File: src/rtl/axi4_lite_rw_arbiter.sv
// Two-master / one-slave AXI4-Lite arbiter with independent read and write
// channel ownership, each round-robin and held from address to response.
module axi4_lite_rw_arbiter #(
    parameter int ADDR_WIDTH = 32,
    parameter int DATA_WIDTH = 32
) (
    input  logic                              clk,
    input  logic                              rst,
    // master side, index 0 = IFU, index 1 = LSU
    input  logic [1:0][ADDR_WIDTH-1:0]        maraddr,
    input  logic [1:0]                        marvalid,
    output logic [1:0]                        marready,
    output logic [1:0][DATA_WIDTH-1:0]        mrdata,
    output logic [1:0][1:0]                   mrresp,
    output logic [1:0]                        mrvalid,
    input  logic [1:0]                        mrready,
    input  logic [1:0][ADDR_WIDTH-1:0]        mawaddr,
    input  logic [1:0]                        mawvalid,
    output logic [1:0]                        mawready,
    input  logic [1:0][DATA_WIDTH-1:0]        mwdata,
    input  logic [1:0][DATA_WIDTH/8-1:0]      mwstrb,
    input  logic [1:0]                        mwvalid,
    output logic [1:0]                        mwready,
    output logic [1:0][1:0]                   mbresp,
    output logic [1:0]                        mbvalid,
    input  logic [1:0]                        mbready,
    // slave side
    output logic [ADDR_WIDTH-1:0]             saraddr,
    output logic                              sarvalid,
    input  logic                              sarready,
    input  logic [DATA_WIDTH-1:0]             srdata,
    input  logic [1:0]                        srresp,
    input  logic                              srvalid,
    output logic                              srready,
    output logic [ADDR_WIDTH-1:0]             sawaddr,
    output logic                              sawvalid,
    input  logic                              sawready,
    output logic [DATA_WIDTH-1:0]             swdata,
    output logic [DATA_WIDTH/8-1:0]           swstrb,
    output logic                              swvalid,
    input  logic                              swready,
    input  logic [1:0]                        sbresp,
    input  logic                              sbvalid,
    output logic                              sbready,
    // channel ownership
    output logic [1:0]                        r_grant,
    output logic [1:0]                        w_grant
);

    typedef enum logic [1:0] {R_IDLE, R_ADDR, R_DATA} r_state_t;
    typedef enum logic [1:0] {W_IDLE, W_REQ, W_RESP} w_state_t;

    r_state_t r_state, r_state_nx;
    logic     r_owner, r_owner_nx;
    logic     r_last, r_last_nx;

    w_state_t w_state, w_state_nx;
    logic     w_owner, w_owner_nx;
    logic     w_last, w_last_nx;
    logic     aw_done, aw_done_nx;
    logic     w_done, w_done_nx;
    logic     aw_hs, w_hs;
    logic [1:0] w_req;

    // Single requester wins outright; on a tie the master not served last wins.
    function automatic logic pick(input logic [1:0] req, input logic last);
        if (req == 2'b11) begin
            return ~last;
        end
        return req[1];
    endfunction

    assign w_req = mawvalid | mwvalid;

    // ---------------- read channel ----------------
    always_ff @(posedge clk) begin
        if (rst) begin
            r_state <= R_IDLE;
            r_owner <= 1'b0;
            r_last  <= 1'b1;
        end else begin
            r_state <= r_state_nx;
            r_owner <= r_owner_nx;
            r_last  <= r_last_nx;
        end
    end

    always_comb begin
        r_state_nx = r_state;
        r_owner_nx = r_owner;
        r_last_nx  = r_last;
        marready   = '0;
        mrvalid    = '0;
        r_grant    = '0;
        sarvalid   = 1'b0;
        srready    = 1'b0;
        saraddr    = maraddr[r_owner];
        mrdata     = {2{srdata}};
        mrresp     = {2{srresp}};
        unique case (r_state)
            R_IDLE: begin
                if (|marvalid) begin
                    r_owner_nx = pick(marvalid, r_last);
                    r_state_nx = R_ADDR;
                end
            end
            R_ADDR: begin
                r_grant[r_owner]  = 1'b1;
                sarvalid          = marvalid[r_owner];
                marready[r_owner] = sarready;
                if (marvalid[r_owner] && sarready) begin
                    r_state_nx = R_DATA;
                end
            end
            R_DATA: begin
                r_grant[r_owner] = 1'b1;
                mrvalid[r_owner] = srvalid;
                srready          = mrready[r_owner];
                if (srvalid && mrready[r_owner]) begin
                    // re-arbitrate against the owner just served for zero idle cycles
                    r_last_nx = r_owner;
                    if (|marvalid) begin
                        r_owner_nx = pick(marvalid, r_owner);
                        r_state_nx = R_ADDR;
                    end else begin
                        r_state_nx = R_IDLE;
                    end
                end
            end
            default: r_state_nx = R_IDLE;
        endcase
    end

    // ---------------- write channel ----------------
    always_ff @(posedge clk) begin
        if (rst) begin
            w_state <= W_IDLE;
            w_owner <= 1'b0;
            w_last  <= 1'b1;
            aw_done <= 1'b0;
            w_done  <= 1'b0;
        end else begin
            w_state <= w_state_nx;
            w_owner <= w_owner_nx;
            w_last  <= w_last_nx;
            aw_done <= aw_done_nx;
            w_done  <= w_done_nx;
        end
    end

    always_comb begin
        w_state_nx = w_state;
        w_owner_nx = w_owner;
        w_last_nx  = w_last;
        aw_done_nx = aw_done;
        w_done_nx  = w_done;
        aw_hs      = 1'b0;
        w_hs       = 1'b0;
        mawready   = '0;
        mwready    = '0;
        mbvalid    = '0;
        w_grant    = '0;
        sawvalid   = 1'b0;
        swvalid    = 1'b0;
        sbready    = 1'b0;
        sawaddr    = mawaddr[w_owner];
        swdata     = mwdata[w_owner];
        swstrb     = mwstrb[w_owner];
        mbresp     = {2{sbresp}};
        unique case (w_state)
            W_IDLE: begin
                if (|w_req) begin
                    w_owner_nx = pick(w_req, w_last);
                    w_state_nx = W_REQ;
                end
            end
            W_REQ: begin
                w_grant[w_owner]  = 1'b1;
                sawvalid          = mawvalid[w_owner] & ~aw_done;
                swvalid           = mwvalid[w_owner] & ~w_done;
                mawready[w_owner] = sawready & ~aw_done;
                mwready[w_owner]  = swready & ~w_done;
                aw_hs             = sawvalid & sawready;
                w_hs              = swvalid & swready;
                aw_done_nx        = aw_done | aw_hs;
                w_done_nx         = w_done | w_hs;
                if (aw_done_nx && w_done_nx) begin
                    w_state_nx = W_RESP;
                end
            end
            W_RESP: begin
                w_grant[w_owner] = 1'b1;
                mbvalid[w_owner] = sbvalid;
                sbready          = mbready[w_owner];
                if (sbvalid && mbready[w_owner]) begin
                    w_last_nx  = w_owner;
                    aw_done_nx = 1'b0;
                    w_done_nx  = 1'b0;
                    if (|w_req) begin
                        w_owner_nx = pick(w_req, w_owner);
                        w_state_nx = W_REQ;
                    end else begin
                        w_state_nx = W_IDLE;
                    end
                end
            end
            default: w_state_nx = W_IDLE;
        endcase
    end

endmodule

File: config.mk
export PLATFORM = sky130hd
export DESIGN_NAME = axi4_lite_rw_arbiter
export DESIGN_NICKNAME = d
export VERILOG_FILES = /design/src/rtl/axi4_lite_rw_arbiter.sv
export SDC_FILE = /design/constraint.sdc
export NUM_CORES = 1
export LEC_CHECK = 0
export CAP_MARGIN = 5
export CORE_AREA = 2 2 173 175
export CTS_CLUSTER_DIAMETER = 200
export DETAILED_ROUTE_END_ITERATION = 7
export DIE_AREA = 0 0 175 177
export SETUP_SLACK_MARGIN = 0.15
export SLEW_MARGIN = 20
export SYNTH_ARGS = -nofsm -noshare
export SYNTH_HDL_FRONTEND = slang
export SYNTH_SLANG_ARGS = --single-unit
File: constraint.sdc
create_clock -name clk -period 2.3 [get_ports clk]
set_input_delay 0.46 -clock clk [delete_from_list [all_inputs] [get_ports clk]]
set_output_delay 0.46 -clock clk [all_outputs]
set_load 0.03 [all_outputs]
==> key figures <==
Power and ir drop
  – Leakage: 2.36 nW
  – Power per standard cell area: 476 nW/um2
  – Overall power: 2.84 mW
  – Worst VDD drop: 0.000303 V

Timing
  – Clock skew: 0.000537 ns
  – Worst Setup Slack, final: 0.176 ns
  – Setup TNS: 0 ns
  – RSZ-0062 raised after global routing: yes
  – Tcrit/Tclk final: 92.3%
  – Post-route minimum period: 2.12 ns
  – Relative slew slack: 64.0%
  – Final hold vios: 0
  – Slew Limit Fails: 0
  – Worst Tran Pin Value: 0.535 ns
  – Final count of negative-setup-slack endpoints: 0
  – Hold Slack: 0.489 ns
  – Fmax: 471 MHz

Route
  – 1st-pass router iterations: 4
  – Drt wl/cell: 18.4 um
  – Initial drt markers: 57
  – Vias per Instance: 3.32
  – Detailed-route via count: 3,145
  – DRT Wirelength: 17.4 mm
  – Routed Antenna Nets: 0
  – Drc violations: 0

Die
  – Initial Util: 8.81%
  – Die W: 175 um
  – Row count: 63
  – Core ar.: 29,200 um2
  – Die Y: 177 um
  – Die area: 31,000 um2
  – I/O pins: 444

Clocking
  – Sink Count: 10
  – H-tree depth: 1
  – Num CTS Buffers: 3
  – Hold buffer count at cts: 0
  – Root buffer cell: clkbuf_16
  – Latest clock arrival within the worst-skew pair: 0.24 ns
  – Clk buf depth: 2
  – Clock tree from TritonCTS: yes
  – Clk slew on worst S/H paths: 0.04 ns

Synth
  – Syn. warnings: 0
  – Mux cell area share after synthesis: 48.4%
  – Synth Area in Simple Gates: 10.1%
  – Largest family of logic cells by synthesized area: multiplexers
  – Ranking of synthesized cells by area: mux2_2 44%, buf_4 22%, dfxtp_1 7.8%
  – Mapped Area: 2570 um2
  – Sequential fraction of the synthesis area: 7.77%
  – Post-synthesis adder-cell area fraction: 3.89%
  – Xor and xnor fraction of the mapped netlist area: 0%
  – Cell count after synthesis: 292
  – Yosys reg bits: 10
  – Largest area contributor in the netlist: mux2_2
  – Synth unique cells: 31
  – Area share of the largest cell type after synthesis: 44.2%
  – Syn Area/Cell: 8.82 um2
  – Synth Area in Compound Gates: 5.15%
  – Post-synth net total: 553

Run status
  – Status: complete, no violations

Global route
  – GR Overflow Total: 0
  – Largest net degree at the start of global routing: 23
  – Total track usage: 10.4%
  – Initial antenna violation count: 3
  – First-pass GRT wire length: 22.6 mm
  – Vias in the first global route: 3,197

Placed design
  – Port buffer count: 335
  – Placer Congestion: 0.751
  – Placed Instance Area: 5840 um2
  – HPWL after DPL: 15.3 mm
  – Pre-CTS WS: 0.0160 ns

Critical path
  – Reg2reg end: w_owner
  – Reg2Reg Setup Slack: 0.57 ns
  – Setup crit end: sawaddr[22]
  – Crit path DAT: 1.66 ns
  – CP startpoint: w_owner
  – Worst setup SP type: flip-flop
  – Cells on worst reg2reg path: 7
  – Crit Path Class: flip-flop to output port
  – Max FO, Critical Path: 11
  – Worst Path Required: 1.84 ns
  – Reg2reg start: w_owner
  – CP Capture Type: output port

Min path
  – Hold Path Class: flip-flop to flip-flop
  – Hold path start: w_last

Finish
  – Commonest non-fill, non-tap cells in the layout: 216 x clkdlybuf4s50_1, 100 x mux2_2, 61 x buf_4, 55 x dlygate4sd2_1, 13 x nor2_1
  – Layout cells sized above 1: 33.7%
  – Storage element area: 205 um2
  – Final instance area: 5980 um2
  – Final net count: 817
  – Area of the multi-input gates: 1750 um2
  – FILL cells: 3,227
  – Commonest non-fill, non-tap cell in the layout: clkdlybuf4s50_1
  – Area grow syn2layout: 132%

Job
  – Maxcap violations: 0
[metal layers]
layer  GRT usage (%)  wire, um  vias up  part of all wire [%]
met5               0         0        -                     0
met4            3.16       413        0                   2.4
met3            4.21      1930       18                    11
met2            19.6      9040      267                    52
met1            10.5      6070     1387                    35
li1                -         -     1473                     -
[area by class of cell]
class | instances | area share [%]
flip-flops and latches | 10 | 3.43
inverters | 6 | 0.377
repair buffers | 348 | 57.3
well taps | 390 | 8.16
multi-input cells | 187 | 29.2
diodes | 1 | 0.0419
clock buffers | 4 | 1.49
[what timing repair did]
action / in CTS / in global routing
setup endpoints to repair: 75 / 10
buffers inserted: 3 / 0
resized for setup: 58 / 5
cloned: 2 / 0
[where the power goes]
group	total (mW)	internal, mW	switching, mW
Combinational	2.22	1.10	1.13
Sequential	0.262	0.212	0.0494
Clock	0.358	0.263	0.0954
[through the flow]
stage / utilization (%) / cells
finish: 20.4 / 946
global route: 20.4 / 946
CTS: 20.4 / 945
detailed placement: 20.0 / 936
global placement: 20.0 / 936
floorplan: - / 292
[critical path, cell delays in order, from the launching register on]
cell,delay (ns)
dfxtp_4,0.43
bufbuf_16,0.31
mux2_2,0.33
dlygate4sd2_1,0.36
[how the worst min path moves through the flow]
stage	endpoint	slack [ns]	cells after the start
detailed placement	w_last	0.48	2
finish	w_last	0.49	2
CTS	w_last	0.49	2
global route	w_last	0.51	2
floorplan	w_last	0.45	2
global placement	w_last	0.48	2
[state kept, by name (all words and copies together) (netlist names)]
signal / count
r_state: 2
w_state: 2
aw_done: 1
r_last: 1
r_owner: 1
w_done: 1
w_last: 1
w_owner: 1
[cell families after synthesis]
logic type               after synthesis
multiplexers                         112
buffers and inverters                 95
flip-flops                            10
AND/OR/NAND/NOR                       48
AO/OA/AOI/OAI                         19
adder cells (fa/ha/maj)                8
[cell usage after synthesis, drive strengths merged]
cell type,number
a21oi,4
a22o,1
a22oi,3
a31oi,1
and2,3
and3,3
and4b,2
buf,75
clkbuf,14
dfxtp,10
ha,8
inv,6
mux2,101
mux2i,11
nand2,6
nand2b,5
nand3,2
nor2,13
nor2b,9
nor3,1
nor3b,2
nor4,1
o211ai,1
o21a,2
o21ai,3
o21bai,1
o22a,1
o22ai,2
or3,1
Power figures use the tool's default switching activity.
